[config.mk]
export PLATFORM = sky130hd
export DESIGN_NAME = uart_tx_flat
export DESIGN_NICKNAME = d
export VERILOG_FILES = /design/src/rtl/uart_pkg.sv /design/src/rtl/uart_tx_if.sv /design/src/rtl/uart_tx.sv /design/src/flat_wrapper.sv
export SDC_FILE = /design/constraint.sdc
export NUM_CORES = 1
export LEC_CHECK = 0
export ABC_AREA = 0
export CORE_AREA = 3 3 70 72
export DETAILED_ROUTE_END_ITERATION = 8
export DIE_AREA = 0 0 73 75
export PLACE_DENSITY = 0.51
export SLEW_MARGIN = 20
export SYNTH_ARGS = -nofsm -noshare
export SYNTH_HDL_FRONTEND = slang
export SYNTH_SLANG_ARGS = --single-unit
[constraint.sdc]
create_clock -name i_Clock -period 2.54 [get_ports i_Clock]
set_clock_uncertainty 0.1 [all_clocks]
set_input_delay 0.508 -clock i_Clock [delete_from_list [all_inputs] [get_ports i_Clock]]
set_output_delay 0.508 -clock i_Clock [all_outputs]
set_load 0.02 [all_outputs]
[src/rtl/uart_pkg.sv]
// Shared UART definitions: FSM state codes and line levels common to the
// transmitter and receiver.
package uart_pkg;

  localparam logic [2:0] ST_IDLE   = 3'b000;
  localparam logic [2:0] ST_START  = 3'b001;
  localparam logic [2:0] ST_DATA   = 3'b010;
  localparam logic [2:0] ST_PARITY = 3'b011;
  localparam logic [2:0] ST_STOP   = 3'b100;

  localparam int   DATA_BITS   = 8;
  localparam logic LINE_IDLE   = 1'b1;
  localparam logic START_LEVEL = 1'b0;

  // Even parity is the XOR of the data bits; odd parity inverts it.
  function automatic logic calc_parity(input logic [7:0] i_data, input logic i_odd);
    return (^i_data) ^ i_odd;
  endfunction

endpackage

[src/rtl/uart_tx_if.sv]
// Byte-side handshake between the TX interface logic and the UART transmitter.
interface uart_tx_if;
  logic       i_Tx_Start;
  logic [7:0] i_Tx_Byte;
  logic       o_Tx_Busy;
  logic       o_Tx_Done;

  modport master (output i_Tx_Start, output i_Tx_Byte, input o_Tx_Busy, input o_Tx_Done);
  modport slave  (input i_Tx_Start, input i_Tx_Byte, output o_Tx_Busy, output o_Tx_Done);
endinterface

[src/rtl/uart_tx.sv]
// UART transmitter: start bit, 8 data bits LSB first, optional parity, stop bit(s).
// state  | meaning
// IDLE   | line high, waiting for a start request
// START  | driving the start bit
// DATA   | driving data bit r_idx
// PARITY | driving the latched parity bit
// STOP   | driving stop bit(s), Done on the last one
module uart_tx
  import uart_pkg::*;
#(
  parameter int TICKS_PER_BIT = 16,
  parameter int PARITY_EN     = 0,
  parameter int PARITY_ODD    = 0,
  parameter int STOP_BITS     = 1
) (
  input  logic      i_Clock,
  input  logic      i_reset,
  input  logic      i_bd,
  uart_tx_if.slave  tx_if,
  output logic      o_Tx_Serial
);

  localparam logic [7:0] C_LAST_TICK = 8'(TICKS_PER_BIT - 1);
  localparam logic [2:0] C_LAST_IDX  = 3'(DATA_BITS - 1);
  localparam logic       C_LAST_STOP = 1'(STOP_BITS - 1);

  logic [2:0] r_state;
  logic [7:0] r_cnt;
  logic [2:0] r_idx;
  logic [7:0] r_shift;
  logic       r_parity;
  logic       r_stop;
  logic       r_serial;
  logic       r_busy;
  logic       r_done;
  logic       w_bit_end;

  assign w_bit_end       = i_bd && (r_cnt == C_LAST_TICK);
  assign o_Tx_Serial     = r_serial;
  assign tx_if.o_Tx_Busy = r_busy;
  assign tx_if.o_Tx_Done = r_done;

  always_ff @(posedge i_Clock or posedge i_reset) begin
    if (i_reset) begin
      r_state  <= ST_IDLE;
      r_cnt    <= 8'd0;
      r_idx    <= 3'd0;
      r_shift  <= 8'd0;
      r_parity <= 1'b0;
      r_stop   <= 1'b0;
      r_serial <= LINE_IDLE;
      r_busy   <= 1'b0;
      r_done   <= 1'b0;
    end else begin
      r_done <= 1'b0;
      // The acceptance cycle never counts a tick; counting starts in START.
      if (r_state != ST_IDLE && i_bd) begin
        r_cnt <= w_bit_end ? 8'd0 : r_cnt + 8'd1;
      end
      case (r_state)
        ST_IDLE: begin
          r_serial <= LINE_IDLE;
          r_busy   <= 1'b0;
          if (tx_if.i_Tx_Start) begin
            r_shift  <= tx_if.i_Tx_Byte;
            r_parity <= calc_parity(tx_if.i_Tx_Byte, PARITY_ODD != 0);
            r_cnt    <= 8'd0;
            r_idx    <= 3'd0;
            r_stop   <= 1'b0;
            r_serial <= START_LEVEL;
            r_busy   <= 1'b1;
            r_state  <= ST_START;
          end
        end
        ST_START: begin
          if (w_bit_end) begin
            r_idx    <= 3'd0;
            r_serial <= r_shift[0];
            r_state  <= ST_DATA;
          end
        end
        ST_DATA: begin
          if (w_bit_end) begin
            if (r_idx == C_LAST_IDX) begin
              if (PARITY_EN != 0) begin
                r_serial <= r_parity;
                r_state  <= ST_PARITY;
              end else begin
                r_stop   <= 1'b0;
                r_serial <= LINE_IDLE;
                r_state  <= ST_STOP;
              end
            end else begin
              r_idx    <= r_idx + 3'd1;
              r_serial <= r_shift[r_idx + 3'd1];
            end
          end
        end
        ST_PARITY: begin
          if (w_bit_end) begin
            r_stop   <= 1'b0;
            r_serial <= LINE_IDLE;
            r_state  <= ST_STOP;
          end
        end
        ST_STOP: begin
          if (w_bit_end) begin
            if (r_stop == C_LAST_STOP) begin
              r_done   <= 1'b1;
              r_busy   <= 1'b0;
              r_serial <= LINE_IDLE;
              r_state  <= ST_IDLE;
            end else begin
              r_stop <= r_stop + 1'b1;
            end
          end
        end
        default: begin
          r_serial <= LINE_IDLE;
          r_busy   <= 1'b0;
          r_state  <= ST_IDLE;
        end
      endcase
    end
  end

endmodule

[src/flat_wrapper.sv]
// flat-port wrapper written by rule: the top's interface ports become plain ports
module uart_tx_flat import uart_pkg::*;
#(
  parameter int TICKS_PER_BIT = 16,
  parameter int PARITY_EN     = 0,
  parameter int PARITY_ODD    = 0,
  parameter int STOP_BITS     = 1
)
  (i_Clock, i_reset, i_bd, o_Tx_Serial, tx_if_i_Tx_Start, tx_if_i_Tx_Byte, tx_if_o_Tx_Busy, tx_if_o_Tx_Done);
  uart_tx_if tx_if_i ();
  input  logic i_Clock;
  input  logic i_reset;
  input  logic i_bd;
  output logic o_Tx_Serial;
  input wire logic [$bits(tx_if_i.i_Tx_Start)-1:0] tx_if_i_Tx_Start;
  input wire logic [$bits(tx_if_i.i_Tx_Byte)-1:0] tx_if_i_Tx_Byte;
  output wire logic [$bits(tx_if_i.o_Tx_Busy)-1:0] tx_if_o_Tx_Busy;
  output wire logic [$bits(tx_if_i.o_Tx_Done)-1:0] tx_if_o_Tx_Done;
  assign tx_if_i.i_Tx_Start = tx_if_i_Tx_Start;
  assign tx_if_i.i_Tx_Byte = tx_if_i_Tx_Byte;
  assign tx_if_o_Tx_Busy = tx_if_i.o_Tx_Busy;
  assign tx_if_o_Tx_Done = tx_if_i.o_Tx_Done;
  uart_tx #(.TICKS_PER_BIT(TICKS_PER_BIT), .PARITY_EN(PARITY_EN), .PARITY_ODD(PARITY_ODD), .STOP_BITS(STOP_BITS)) u_core (.i_Clock(i_Clock), .i_reset(i_reset), .i_bd(i_bd), .tx_if(tx_if_i), .o_Tx_Serial(o_Tx_Serial));
endmodule
==> results.json <==
{
  "yosys.area.top_type": "dfrtp_1",
  "hpwl_um": 1758,
  "synthesis.nets": 128,
  "finalHoldViolations": 0,
  "synth_ff_type": "dfrtp_1",
  "rows": 24,
  "numCtsBuffers": 3,
  "cp_top_family": "multiplexers",
  "ys_ff_latch": 25,
  "finalPower_mw": 1.396,
  "fmax_mhz": 464.2,
  "finalCriticalPeriod_ns": 2.154,
  "r2r_start": "u_core.r_idx[0]$_DFFE_PP0P_",
  "grt_max_degree": 26,
  "vias": 887,
  "synth.top_cell.area_share_pct": 46.42,
  "arrival_ns": 2.27,
  "drive_gt1_share_pct": 16.92,
  "grt_pass1_vias": 951,
  "totalWireLength_um": 2404,
  "cts_tree": "built",
  "ir_drop_uv": 249.3,
  "cts-resized-gates": 0,
  "fp.dieW_um": 73,
  "drc_errors": 0,
  "period_share_pct": 84.82,
  "worst_hold_startpoint": "u_core.r_shift[7]$_DFFE_PP0P_",
  "area_growth_pct": 19.54,
  "fp.dieArea_um2": 5475,
  "worst_path_largest_cell_delay_ns": 0.51,
  "ios": 15,
  "crit_start": "u_core.r_idx[0]$_DFFE_PP0P_",
  "async_reset_ff_share_pct": 100.0,
  "numPortBuffers": 14,
  "setup_viol_count_final": 0,
  "wl_per_cell_um": 13.21,
  "design.core.area_um2": 4354,
  "holdBufCountCts": 0,
  "cts_setup_buffers": 0,
  "yosys_warnings": 0,
  "grt_pass1_wl_um": 4374,
  "synth_area_leaders": "dfrtp_1 46%, mux2_2 6.1%, mux2_4 3.5%, xnor2_1 3.4%, nor2_1 3.2%",
  "ant_nets": 0,
  "crit_required_ns": 2.65,
  "cts-root-buf": "clkbuf_8",
  "track_usage_pct": 10.30,
  "seq_area_frac_synth_pct": 48.45,
  "clockBufferDepth": 2,
  "worst_pin_slew_ns": 0.6395,
  "first_pass_iters": 4,
  "crit_fanout": 6,
  "rsz0062_at_grt": "no",
  "via_per_inst": 4.874,
  "utilization_pct": 35.52,
  "drt_iter0_markers": 75,
  "cpMaxStageDelayCell": "mux4_2",
  "synth-edff-count": 0,
  "initial_core_util_pct": 29.71,
  "start_kind": "register",
  "worstPathCellList": "ha_1 > mux4_2 > or2_1 > and3_1 > o31a_1",
  "powerDensity_nw_per_um2": 903.0,
  "globalplace.congestion": 0.7930,
  "crit_buf_inv": 0,
  "cts_max_level": 1,
  "clock_sinks": 25,
  "relSlewSlack_pct": 57.00,
  "worstSkewPairLatency_ns": 0.27,
  "antenna_found_initial": 0,
  "clk_pin_slew_ns": 0.09,
  "die_y_um": 75,
  "outcome": "completed",
  "synthCells": 113,
  "avgSynthCellArea_um2": 11.45,
  "end_kind": "register",
  "finish.net_count": 146,
  "antenna_cells": 0,
  "slew_violations": 0,
  "ys_types": 37,
  "finalSetupTns_ns": 0,
  "min_path_type": "reg2reg",
  "drv_cap": 0,
  "netlist_area_um2": 1294,
  "gr-total-overflow": 0,
  "cellLeakagePower_nw": 0.6712,
  "timing.hold.ws_ns": 0.4092,
  "criticalPathCategory": "reg2reg"
}
==> Yosys cell counts, drive strengths merged (2+ instances only) <==
cell type   n
mux2i       3
dfrtp      24
nand3       4
nand2       5
xnor2       5
and2        2
o21ai       4
inv         5
o31a        2
ha          3
mux2       11
nor2       11
buf         2
xor2        3
a21oi       4
nor3        5
o31ai       3
==> sequential cells by signal, summed over array words and instances, names as in the netlist <==
signal	cells
u_core.r_cnt	8
u_core.r_state	3
u_core.o_Tx_Serial	1
u_core.r_shift	8
u_core.tx_if.o_Tx_Busy	1
u_core.tx_if.o_Tx_Done	1
u_core.r_idx	3
==> worst reg2reg max path, stage by stage, from the launching register on <==
cell,delay (ns)
dfrtp_1,0.45
ha_1,0.41
mux4_2,0.51
or2_1,0.21
and3_1,0.19
o31a_1,0.24
==> metrics by stage <==
step | setup slack [ns] | instances | cell area [µm²]
floorplan | 0.5049 | 113 | 1294
global placement | 0.3830 | 178 | 1500
detailed placement | 0.3593 | 178 | 1500
CTS | 0.3657 | 182 | 1546
global route | 0.3090 | 182 | 1546
finish | 0.3856 | 182 | 1546
==> final cells by class <==
type | count | area [µm²]
sequential | 25 | 626.9
tap | 52 | 65.06
multi-input combinational | 80 | 634.4
clock inverter | 1 | 5.005
inverter | 5 | 18.77
clock buffer | 3 | 41.29
fill | 421 | 2808
timing repair buffer | 16 | 155.1
==> placed cells by master (no fill, tap or decap), types with 2 or more instances in the layout <==
| cell type | Yosys | layout |
|---|---|---|
| buf_4 | 0 | 2 |
| o21ai_0 | 3 | 3 |
| ha_1 | 3 | 3 |
| nand2_1 | 5 | 5 |
| nor2_1 | 11 | 11 |
| dfrtp_1 | 24 | 24 |
| o31a_1 | 2 | 2 |
| mux2i_1 | 3 | 3 |
| xnor2_1 | 5 | 5 |
| xor2_1 | 3 | 3 |
| mux2_2 | 7 | 7 |
| and2_1 | 2 | 2 |
| a21oi_1 | 4 | 4 |
| inv_1 | 5 | 5 |
| clkdlybuf4s50_1 | 0 | 14 |
| o31ai_1 | 3 | 3 |
| nand3_1 | 4 | 4 |
| clkbuf_8 | 0 | 3 |
| nor3_1 | 5 | 5 |
| mux2_4 | 3 | 3 |
==> where the power goes <==
part | switching [mW] | internal (mW) | total (mW)
combinational | 0.232 | 0.274 | 0.506
sequential | 0.110 | 0.538 | 0.648
clock | 0.132 | 0.110 | 0.242
total | 0.474 | 0.923 | 1.40
==> cells by family (layout without fill, tap and decap cells) <==
kind of cell               Yosys count  after routing  share of synthesized area (%)
xor gates and xnor gates             8              8                          5.416
and+or+nand+nor                     37             37                          17.41
muxes                               15             15                          14.51
buffers and inverters                8             25                          2.514
DFF                                 25             25                          48.45
adders and majority gates            3              3                          2.902
AOI/OAI and AO/OA                   17             17                          8.801
==> final timing paths <==
| check | endpoint | slack (ns) | cells after the start |
|---|---|---|---|
| setup / recovery | u_core.o_Tx_Serial$_DFFE_PP1P_ | 0.39 | 5 |
| hold / removal | u_core.r_shift[7]$_DFFE_PP0P_ | 0.41 | 1 |
| setup reg to reg | u_core.o_Tx_Serial$_DFFE_PP1P_ | 0.39 | 5 |
| hold reg to reg | u_core.r_shift[7]$_DFFE_PP0P_ | 0.41 | 1 |
| max in group asynchronous | u_core.o_Tx_Serial$_DFFE_PP1P_ | 1.58 | 3 |
| min in group asynchronous | u_core.tx_if.o_Tx_Busy$_DFFE_PP0P_ | 0.47 | 3 |
==> routing by layer <==
layer | GRT usage [%] | up-vias | wire length, µm | part of all wire [%]
met3 | 2.003 | 5 | 80 | 3.3
met4 | 4.713 | 0 | 42 | 1.7
met2 | 16.48 | 18 | 1093 | 45
met5 | 0 | - | 0 | 0
met1 | 13.47 | 428 | 1187 | 49
li1 | - | 436 | - | -
(Power assumes the default switching activity.)
